File: config.mk
export PLATFORM = sky130hd
export DESIGN_NAME = hub75_slice_scheduler
export DESIGN_NICKNAME = d
export VERILOG_FILES = /design/src/rtl/hub75_pkg.sv /design/src/rtl/hub75_rd_tracker.sv /design/src/rtl/hub75_slice_scheduler.sv
export SDC_FILE = /design/constraint.sdc
export NUM_CORES = 2
export LEC_CHECK = 0
export BUFFER_PORTS_ARGS = -buffer_cell sky130_fd_sc_hd__buf_4
export CORE_AREA = 8 8 691 693
export DETAILED_ROUTE_END_ITERATION = 7
export DIE_AREA = 0 0 699 701
export GPL_ROUTABILITY_DRIVEN = 0
export PLACE_DENSITY = 0.38
export SLEW_MARGIN = 10
export SYNTH_ARGS = -nofsm -noshare
export SYNTH_HDL_FRONTEND = slang
export SYNTH_SLANG_ARGS = --single-unit
File: constraint.sdc
create_clock -name clk_in -period 36.1 [get_ports clk_in]
set_input_delay 1.805 -clock clk_in [delete_from_list [all_inputs] [get_ports clk_in]]
set_output_delay 1.805 -clock clk_in [all_outputs]
set_load 0.02 [all_outputs]
File: src/rtl/hub75_pkg.sv
// hub75_pkg: shared types and defaults for the HUB75 slice scheduler.
//   sched_state_t : sequencer states
//   SCAN_W        : scan address width for the default scan rate
//   MEM_ADDR_W    : {theta, scan_addr, half} frame-buffer address width
//   rgb_pix_t     : one pixel at the default colour depth
//   tp_pixel()    : base 9-bit test-pattern pixel
package hub75_pkg;

  localparam int unsigned HUB75_NUM_ROWS    = 64;
  localparam int unsigned HUB75_SCAN_RATE   = 32;
  localparam int unsigned HUB75_THETA_RES   = 8;
  localparam int unsigned HUB75_RGB_RES     = 9;
  localparam int unsigned HUB75_MEM_LATENCY = 2;

  localparam int unsigned SCAN_W     = $clog2(HUB75_SCAN_RATE);
  localparam int unsigned MEM_ADDR_W = HUB75_THETA_RES + SCAN_W + 1;

  typedef logic [HUB75_RGB_RES-1:0] rgb_pix_t;

  typedef enum logic [2:0] {
    ST_IDLE,
    ST_FETCH_TOP,
    ST_FETCH_BOT,
    ST_WAIT_DATA,
    ST_PRESENT
  } sched_state_t;

  // {theta[2:0], scan[2:0], half, row[1:0]}; the caller resizes to its pixel depth
  function automatic logic [8:0] tp_pixel(input logic [2:0] theta_lsb,
                                          input logic [2:0] scan_lsb,
                                          input logic       half,
                                          input logic [1:0] row_lsb);
    return {theta_lsb, scan_lsb, half, row_lsb};
  endfunction

endpackage

File: src/rtl/hub75_rd_tracker.sv
// hub75_rd_tracker: fixed-latency tracker for outstanding frame-buffer reads.
//   clk_in, rst_in : clock, async active-high reset
//   rd, half       : read issued this cycle and which half-column it targets
//   cap_valid      : mem_rdata holds the data of a read issued MEM_LATENCY ago
//   cap_half       : half-column that data belongs to
module hub75_rd_tracker
  import hub75_pkg::*;
#(
  parameter int unsigned MEM_LATENCY = HUB75_MEM_LATENCY
) (
  input  logic clk_in,
  input  logic rst_in,
  input  logic rd,
  input  logic half,
  output logic cap_valid,
  output logic cap_half
);

  logic [MEM_LATENCY-1:0] rd_sr;
  logic [MEM_LATENCY-1:0] half_sr;

  always_ff @(posedge clk_in or posedge rst_in) begin
    if (rst_in) begin
      rd_sr   <= '0;
      half_sr <= '0;
    end else begin
      rd_sr[0]   <= rd;
      half_sr[0] <= half;
      for (int unsigned i = 1; i < MEM_LATENCY; i++) begin
        rd_sr[i]   <= rd_sr[i-1];
        half_sr[i] <= half_sr[i-1];
      end
    end
  end

  assign cap_valid = rd_sr[MEM_LATENCY-1];
  assign cap_half  = half_sr[MEM_LATENCY-1];

endmodule

File: src/rtl/hub75_slice_scheduler.sv
// hub75_slice_scheduler: per-slice sequencer between the frame-buffer BRAM and
// the HUB75 driver. Each slice strobe walks scan addresses 0..SCAN_RATE-1,
// fetches top and bottom half-columns and presents them over valid/ready.
//   clk_in, rst_in        : clock, async active-high reset
//   enable                : accept new slice strobes
//   slice_strobe/_theta   : new slice request and its angle index
//   mem_rd/mem_addr       : frame-buffer read, address {theta, scan_addr, half}
//   mem_rdata             : read data, MEM_LATENCY cycles after mem_rd
//   column_data           : [0]=top half, [1]=bottom half
//   address_data          : scan address of column_data
//   tvalid/tready         : driver handshake
//   busy                  : slice in progress
//   overrun_count         : saturating count of dropped strobes
// Build option: HUB75_TEST_PATTERN_EN replaces mem_rdata with a generated
// pattern; read timing and addressing are unchanged.
module hub75_slice_scheduler
  import hub75_pkg::*;
#(
  parameter int unsigned NUM_ROWS    = HUB75_NUM_ROWS,
  parameter int unsigned SCAN_RATE   = HUB75_SCAN_RATE,
  parameter int unsigned THETA_RES   = HUB75_THETA_RES,
  parameter int unsigned RGB_RES     = HUB75_RGB_RES,
  parameter int unsigned MEM_LATENCY = HUB75_MEM_LATENCY
) (
  input  logic                                       clk_in,
  input  logic                                       rst_in,
  input  logic                                       enable,
  input  logic                                       slice_strobe,
  input  logic [THETA_RES-1:0]                       slice_theta,
  output logic                                       mem_rd,
  output logic [THETA_RES+$clog2(SCAN_RATE):0]       mem_addr,
  input  logic [NUM_ROWS*RGB_RES-1:0]                mem_rdata,
  output logic [1:0][NUM_ROWS-1:0][RGB_RES-1:0]      column_data,
  output logic [$clog2(SCAN_RATE)-1:0]               address_data,
  output logic                                       tvalid,
  input  logic                                       tready,
  output logic                                       busy,
  output logic [7:0]                                 overrun_count
);

  localparam int unsigned           SCAN_BITS = $clog2(SCAN_RATE);
  localparam logic [SCAN_BITS-1:0]  LAST_SCAN = SCAN_BITS'(SCAN_RATE - 1);

  sched_state_t            state;
  logic [THETA_RES-1:0]    cur_theta;
  logic [THETA_RES-1:0]    pend_theta;
  logic                    pending;
  logic [SCAN_BITS-1:0]    scan_addr;
  logic [SCAN_BITS-1:0]    next_scan;
  logic                    cap_valid;
  logic                    cap_half;
  logic [NUM_ROWS*RGB_RES-1:0] cap_word;
  logic                    strobe_ok;
  logic                    slice_end;
  logic                    start_now;
  logic [THETA_RES-1:0]    start_theta;

  hub75_rd_tracker #(
    .MEM_LATENCY(MEM_LATENCY)
  ) u_rd_tracker (
    .clk_in    (clk_in),
    .rst_in    (rst_in),
    .rd        (mem_rd),
    .half      (mem_addr[0]),
    .cap_valid (cap_valid),
    .cap_half  (cap_half)
  );

`ifdef HUB75_TEST_PATTERN_EN
  always_comb begin
    cap_word = '0;
    for (int unsigned r = 0; r < NUM_ROWS; r++) begin
      cap_word[r*RGB_RES +: RGB_RES] =
        RGB_RES'(tp_pixel(cur_theta[2:0], scan_addr[2:0], cap_half, 2'(r)));
    end
  end
`else
  assign cap_word = mem_rdata;
`endif

  assign next_scan   = scan_addr + SCAN_BITS'(1);
  assign strobe_ok   = slice_strobe && enable;
  assign slice_end   = (state == ST_PRESENT) && tready && (scan_addr == LAST_SCAN);
  // a strobe landing on the final transfer starts the next slice directly,
  // otherwise a queued pending slice follows without passing through IDLE
  assign start_now   = (strobe_ok && (state == ST_IDLE)) ||
                       (slice_end && (strobe_ok || pending));
  assign start_theta = strobe_ok ? slice_theta : pend_theta;

  always_ff @(posedge clk_in or posedge rst_in) begin
    if (rst_in) begin
      state         <= ST_IDLE;
      cur_theta     <= '0;
      pend_theta    <= '0;
      pending       <= 1'b0;
      scan_addr     <= '0;
      mem_rd        <= 1'b0;
      mem_addr      <= '0;
      column_data   <= '0;
      address_data  <= '0;
      tvalid        <= 1'b0;
      busy          <= 1'b0;
      overrun_count <= '0;
    end else begin
      if (cap_valid) column_data[cap_half] <= cap_word;

      unique case (state)
        ST_IDLE: ;
        ST_FETCH_TOP: begin
          mem_rd   <= 1'b1;
          mem_addr <= {cur_theta, scan_addr, 1'b1};
          state    <= ST_FETCH_BOT;
        end
        ST_FETCH_BOT: begin
          mem_rd <= 1'b0;
          state  <= ST_WAIT_DATA;
        end
        ST_WAIT_DATA: begin
          if (cap_valid && cap_half) begin
            tvalid       <= 1'b1;
            address_data <= scan_addr;
            state        <= ST_PRESENT;
          end
        end
        ST_PRESENT: begin
          if (tready) begin
            tvalid <= 1'b0;
            if (scan_addr == LAST_SCAN) begin
              state <= ST_IDLE;
              busy  <= 1'b0;
            end else begin
              scan_addr <= next_scan;
              mem_rd    <= 1'b1;
              mem_addr  <= {cur_theta, next_scan, 1'b0};
              state     <= ST_FETCH_TOP;
            end
          end
        end
        default: state <= ST_IDLE;
      endcase

      if (strobe_ok && (state != ST_IDLE)) begin
        pending <= !slice_end;
        if (!slice_end) pend_theta <= slice_theta;
        if (pending && (overrun_count != 8'hFF)) overrun_count <= overrun_count + 8'd1;
      end else if (slice_end) begin
        pending <= 1'b0;
      end

      // overrides the slice-end IDLE transition above
      if (start_now) begin
        cur_theta <= start_theta;
        scan_addr <= '0;
        mem_rd    <= 1'b1;
        mem_addr  <= {start_theta, {SCAN_BITS{1'b0}}, 1'b0};
        state     <= ST_FETCH_TOP;
        busy      <= 1'b1;
      end
    end
  end

endmodule

* Word-level counts from Yosys, hierarchy flattened
Cells that the tools add are included.
** Storage, ports and cells
- Register bits :: 1211
- Input port bits :: 589
- Output and inout bits :: 1182
- Logic and storage cells :: 219
** Operators by class
- Add/sub/neg operators :: 2
- Order comparisons :: 2
- Equal/unequal tests :: 13
- Mux-type cells :: 30
- Bitwise logic cells :: 1
- Reduce and logical (&&, ||, !) cells :: 30
** Operators with widths (number)
- 1152-bit bitwise mux :: 1
- 576-bit demux with 1-bit select :: 1
- 576-bit two-way mux :: 1
- 14-bit two-way mux :: 3
- 14-bit one-hot mux with 2 select lines :: 1
- 5-bit two-way mux :: 4
- 3-bit AND reduction :: 6
- 3-bit one-hot mux with 5 select lines :: 1
- 1-bit two-way mux :: 12
- 2-bit nonzero test :: 5
- 1-bit logical AND :: 9
- 3-bit two-way mux :: 3
- 3-bit inequality test (second input constant) :: 3
- 8-bit by 1-bit adder with 8-bit output (second input constant) :: 1
- 8-bit two-way mux :: 1
- 2-bit inequality test (second input constant) :: 4
- 8-bit inequality test (second input constant) :: 1
- 3-bit by 2-bit equality test with 1-bit output (second input constant) :: 2
- 2-bit AND reduction :: 3
- 3-bit nonzero test :: 2
- 5-bit by 1-bit adder with 5-bit output (second input constant) :: 1
- 5-bit equality test (second input constant) :: 1
- 4-bit nonzero test :: 1
- 3-bit by 1-bit equality test with 1-bit output (second input constant) :: 1
- other kinds (9) :: 10

* Longest topological paths before layout
- Depth after elaboration :: 7
- Depth in mapped cells :: 9
- Gate-level depth less buffers :: 7

* Hierarchy
From an unflattened synthesis, not the netlist that was laid out.
** Unflattened totals
- Cells, all modules :: 3902
- Area total of the unflattened synthesis :: 45388.5 µm²
** Modules (own cells, without submodules)
- hub75_slice_scheduler :: instances 1, cells an instance 3897, area an instance 45284.7 µm², seq. area each 30204.0 µm²
- hub75_rd_tracker :: instances 1, cells an instance 5, area an instance 103.8 µm², seq. area each 100.1 µm²

* Worst setup path before layout
Ideal clock, no wire load.
- Kind :: in2reg
- From :: input tready
- To :: register mem_addr[13]
- Library setup time :: 0.128 ns
- Arrival :: 2.856 ns
- Data required time :: 35.972 ns
- Setup slack :: 33.116 ns
- Cell stages on the path :: 6
- Buffers on the path :: 2
- Cells stage by stage :: and4_1 > buf_6 > o211a_4 > buf_6 > a2bb2oi_2 > mux2_1
** On the way
- Word-level cells in the longest chain between the ends :: 6
- Elaborated cells on any way between the ends :: 9
- Those cells by class :: eq/ne: 2; mux: 1; reduce/logical: 6
** RTL lines
- start, declared :: RTL line hub75_slice_scheduler.sv:36 : input logic tready,
- 1-bit logical AND (2 in a row) :: RTL line hub75_slice_scheduler.sv:83 : assign slice_end = (state == ST_PRESENT) && tready && (scan_addr == LAST_SCAN);
- 1-bit logical AND :: RTL line hub75_slice_scheduler.sv:87 : (slice_end && (strobe_ok || pending));
- 1-bit logical OR :: RTL line hub75_slice_scheduler.sv:86 : assign start_now = (strobe_ok && (state == ST_IDLE)) ||
- 3-bit inequality test (no line) or 3-bit nonzero test (tied branches)
- 3-bit AND reduction (no line)
- end signal, assigned :: RTL line hub75_slice_scheduler.sv:111 : mem_addr <= {cur_theta, scan_addr, 1'b1};
- end signal, assigned :: RTL line hub75_slice_scheduler.sv:134 : mem_addr <= {cur_theta, next_scan, 1'b0};
- end signal, assigned :: RTL line hub75_slice_scheduler.sv:155 : mem_addr <= {start_theta, {SCAN_BITS{1'b0}}, 1'b0};
- end, declared :: RTL line hub75_slice_scheduler.sv:31 : output logic [THETA_RES+$clog2(SCAN_RATE):0] mem_addr,
Several ways; a longest one is shown, not always the timed one.
A chain may end at the register's enable or synchronous reset.

==> impl_metrics.csv <==
group,metric,value,unit
route,drtIter0Drc,2532,
floorplan,die_y,701,µm
global_routing,grt_max_degree,143,
worst_setup_path,cp_num_buf_inv,7,
route,drcViolationCount,0,
sta,finalCritPeriodShare,0.147,
clocking,cts.sinks,1211,
sta,rsz0062_at_grt,"no",
route,via_count,38300,
logic_synthesis,syn_inst,3867,
global_routing,grt_pass1_wl,451000,µm
logic_synthesis,ys_types,45,
final_layout,utilization,0.153,
place,place.port_buffers,1770,
logic_synthesis,synthMuxAreaShare,0.149,
sta,setup_viol,0,
floorplan,num_rows,251,
sta,tightest_slew,1.10,ns
logic_synthesis,syn_avg_cell_area,11.7,µm²
route,firstDrtPassIters,5,
floorplan,io_pins,1771,
clocking,ctsResizeCount,0,
final_layout,nets,6234,
worst_setup_path,cp_top_family,"buffers and inverters",
worst_setup_path,cp.required,36.91,ns
logic_synthesis,synth-edff-count,0,
pwr,power.leakage,33.4,nW
logic_synthesis,syn_area,45300,µm²
sta,relSlewSlack,0.268,
floorplan,initial_core_util,0.0972,
route,wirelength,358000,µm
worst_setup_path,path_cells,"buf_4, inv_8, buf_4, buf_4, buf_4, buf_4, buf_4",
logic_synthesis,post-synth-top-area-cell,"dfrtp_1",
worst_setup_path,crit_fanout,76,
sta,slew_violations,0,
logic_synthesis,synth_nets,4459,
worst_setup_path,start_kind,"primary input",
worst_setup_path,max_stage_delay,0.85,ns
sta,setup_tns,0,ns
clocking,cts_htree_levels,4,
logic_synthesis,synth_top_family_by_area,"multiplexers",
clocking,cts-root-buf,"clkbuf_16",
worst_setup_path,cpMaxStageDelayCell,"buf_4",
logic_synthesis,synthXorXnorAreaFrac,0.00193,
logic_synthesis,synthDominantCellAreaShare,0.669,
logic_synthesis,ys_async_sr_fraction,1.00,
global_routing,grt_pass1_vias,39100,
pwr,power_density,111,nW/µm²
final_layout,mostFrequentLayoutCells,"buf_4 (1810), nand2_1 (1736), dfrtp_1 (1211), mux2_2 (595), clkbuf_16 (161)",
final_layout,area_growth,57.6,%
final_layout,final_common_cell,"buf_4",
sta,period_minus_slack,5.32,ns
logic_synthesis,yosys_warnings,0,
logic_synthesis,synth_flop_cell,"dfrtp_1",
flow_run,drv_cap,0,
worst_setup_path,worst_path_most_repeated_cell,"buf_4",
clocking,cts_buffers,160,
logic_synthesis,synth_compound_area_frac,0.0105,
worst_setup_path,critPathKind,"in -> async",
clocking,path_clk_slew,0.06,ns
sta,hold_violations,0,
worst_setup_path,arrival,6.14,ns
worst_setup_path,end_kind,"async pin",
floorplan,die_w,699,µm
logic_synthesis,synthAdderAreaFrac,0.000829,
clocking,clock_latency,0.89,ns
global_routing,overflow,0,
sta,setup_ws,30.78,ns
run_status,outcome,"completed",
logic_synthesis,ys_seq_area_frac,0.669,
global_routing,antenna_found_initial,352,
place,hpwl,307000,µm
clocking,cts_tree,"built",
logic_synthesis,ys_seq_elements,1211,
sta,fin_skew,0.0610,ns
logic_synthesis,yosys.area_share.simple,0.149,
clocking,post-cts-setup-buffers,0,
clocking,clock_path_buffers,4,
route,antenna_left,0,
floorplan,coreArea,466000,µm²
floorplan,dieArea,490000,µm²
worst_hold_path,hold_path.class,"reg -> reg",
pwr,irDropWorstVdd,0.0000712,V
sta,clock.fmax,188,MHz
logic_synthesis,synthTopCellsByArea,"dfrtp_1 (67%), mux2_2 (15%), nand2_1 (14%)",
place,post-place-ws,29.65,ns
route,wire_per_inst,29.7,µm
route,viasPerCell,3.19,
global_routing,grt.total_usage,0.140,
final_layout,drive_gt1_frac,0.465,
clocking,cts_hold_buf,0,
==> where the power goes <==
part           leakage, nW  switching [W]  internal, W
combinational         16.3        0.00234      0.00141
clock                 2.63       0.000674     0.000968
sequential            14.5       0.000479      0.00205
total                 33.4        0.00350      0.00443
==> per-layer routing <==
layer  track usage  part of all wire  wire [µm]
met5             0            0.0043       1550
met3        0.0924              0.14      49400
met4        0.0284             0.029      10300
met2         0.227              0.45     163000
met1         0.152              0.37     134000
==> cell type report <==
class | count | area (µm²)
fill | 52400 | 395000
sequential | 1211 | 30300
multi-input combinational | 2447 | 14100
timing repair buffer | 1815 | 13700
tap | 6198 | 7750
clock buffer | 224 | 4610
clock inverter | 61 | 739
antenna | 57 | 143
inverter | 7 | 33.8
==> sequential cells by signal (all words and copies together) (netlist names), 2 cells and up <==
| signal | cells |
|---|---|
| column_data | 1152 |
| mem_addr | 14 |
| cur_theta | 8 |
| overrun_count | 8 |
| pend_theta | 8 |
| address_data | 5 |
| scan_addr | 5 |
| state | 3 |
| u_rd_tracker.half_sr | 2 |
| u_rd_tracker.rd_sr | 2 |
==> stage by stage <==
step / instances / hold WS (ns) / total power [W] / instance area (µm²)
floorplan: 3867 / 0.331 / 0.00425 / 45300
global placement: 11700 / 0.334 / 0.00635 / 65900
detailed placement: 11700 / 0.338 / 0.00639 / 65900
CTS: 12000 / 0.350 / 0.00810 / 71300
global route: 12000 / 0.365 / 0.00834 / 71300
finish: 12000 / 0.348 / 0.00793 / 71400
==> Yosys cell counts, types with 3 or more instances <==
cell,n
o21ai_0,10
nor2_1,6
nand2_1,1737
a2bb2oi_2,3
buf_4,4
nand4_1,3
a21o_1,4
clkbuf_1,118
dfrtp_1,1211
nand3_1,8
o2bb2ai_1,14
a2bb2oi_1,5
a21oi_1,10
mux2_2,595
buf_2,65
xnor2_1,8
ha_1,3
nand2b_1,4
inv_1,7
and3_1,4
buf_1,13
mux2_1,3
==> cells by family (layout without fill, tap and decap cells) <==
| family | Yosys count | after routing |
|---|---|---|
| muxes | 600 | 600 |
| buffers and inverters | 209 | 2107 |
| xor gates and xnor gates | 10 | 10 |
| DFF | 1211 | 1211 |
| adders and majority gates | 3 | 3 |
| and+or+nand+nor | 1774 | 1774 |
| AOI/OAI and AO/OA | 60 | 60 |
| other | 0 | 57 |
==> worst paths after layout <==
check	startpoint	to	slack (ns)	cells after the start
min reg2reg	u_rd_tracker.half_sr[0]	u_rd_tracker.half_sr[1]	0.35	0
min	u_rd_tracker.half_sr[0]	u_rd_tracker.half_sr[1]	0.35	0
max reg2reg	u_rd_tracker.half_sr[1]	column_data[53]	31.67	7
max in group clk_in	u_rd_tracker.half_sr[1]	column_data[53]	31.67	7
max	rst_in	column_data[408]	30.78	7
min in group asynchronous	rst_in	column_data[350]	1.04	2
Power figures use the tool's default switching activity.
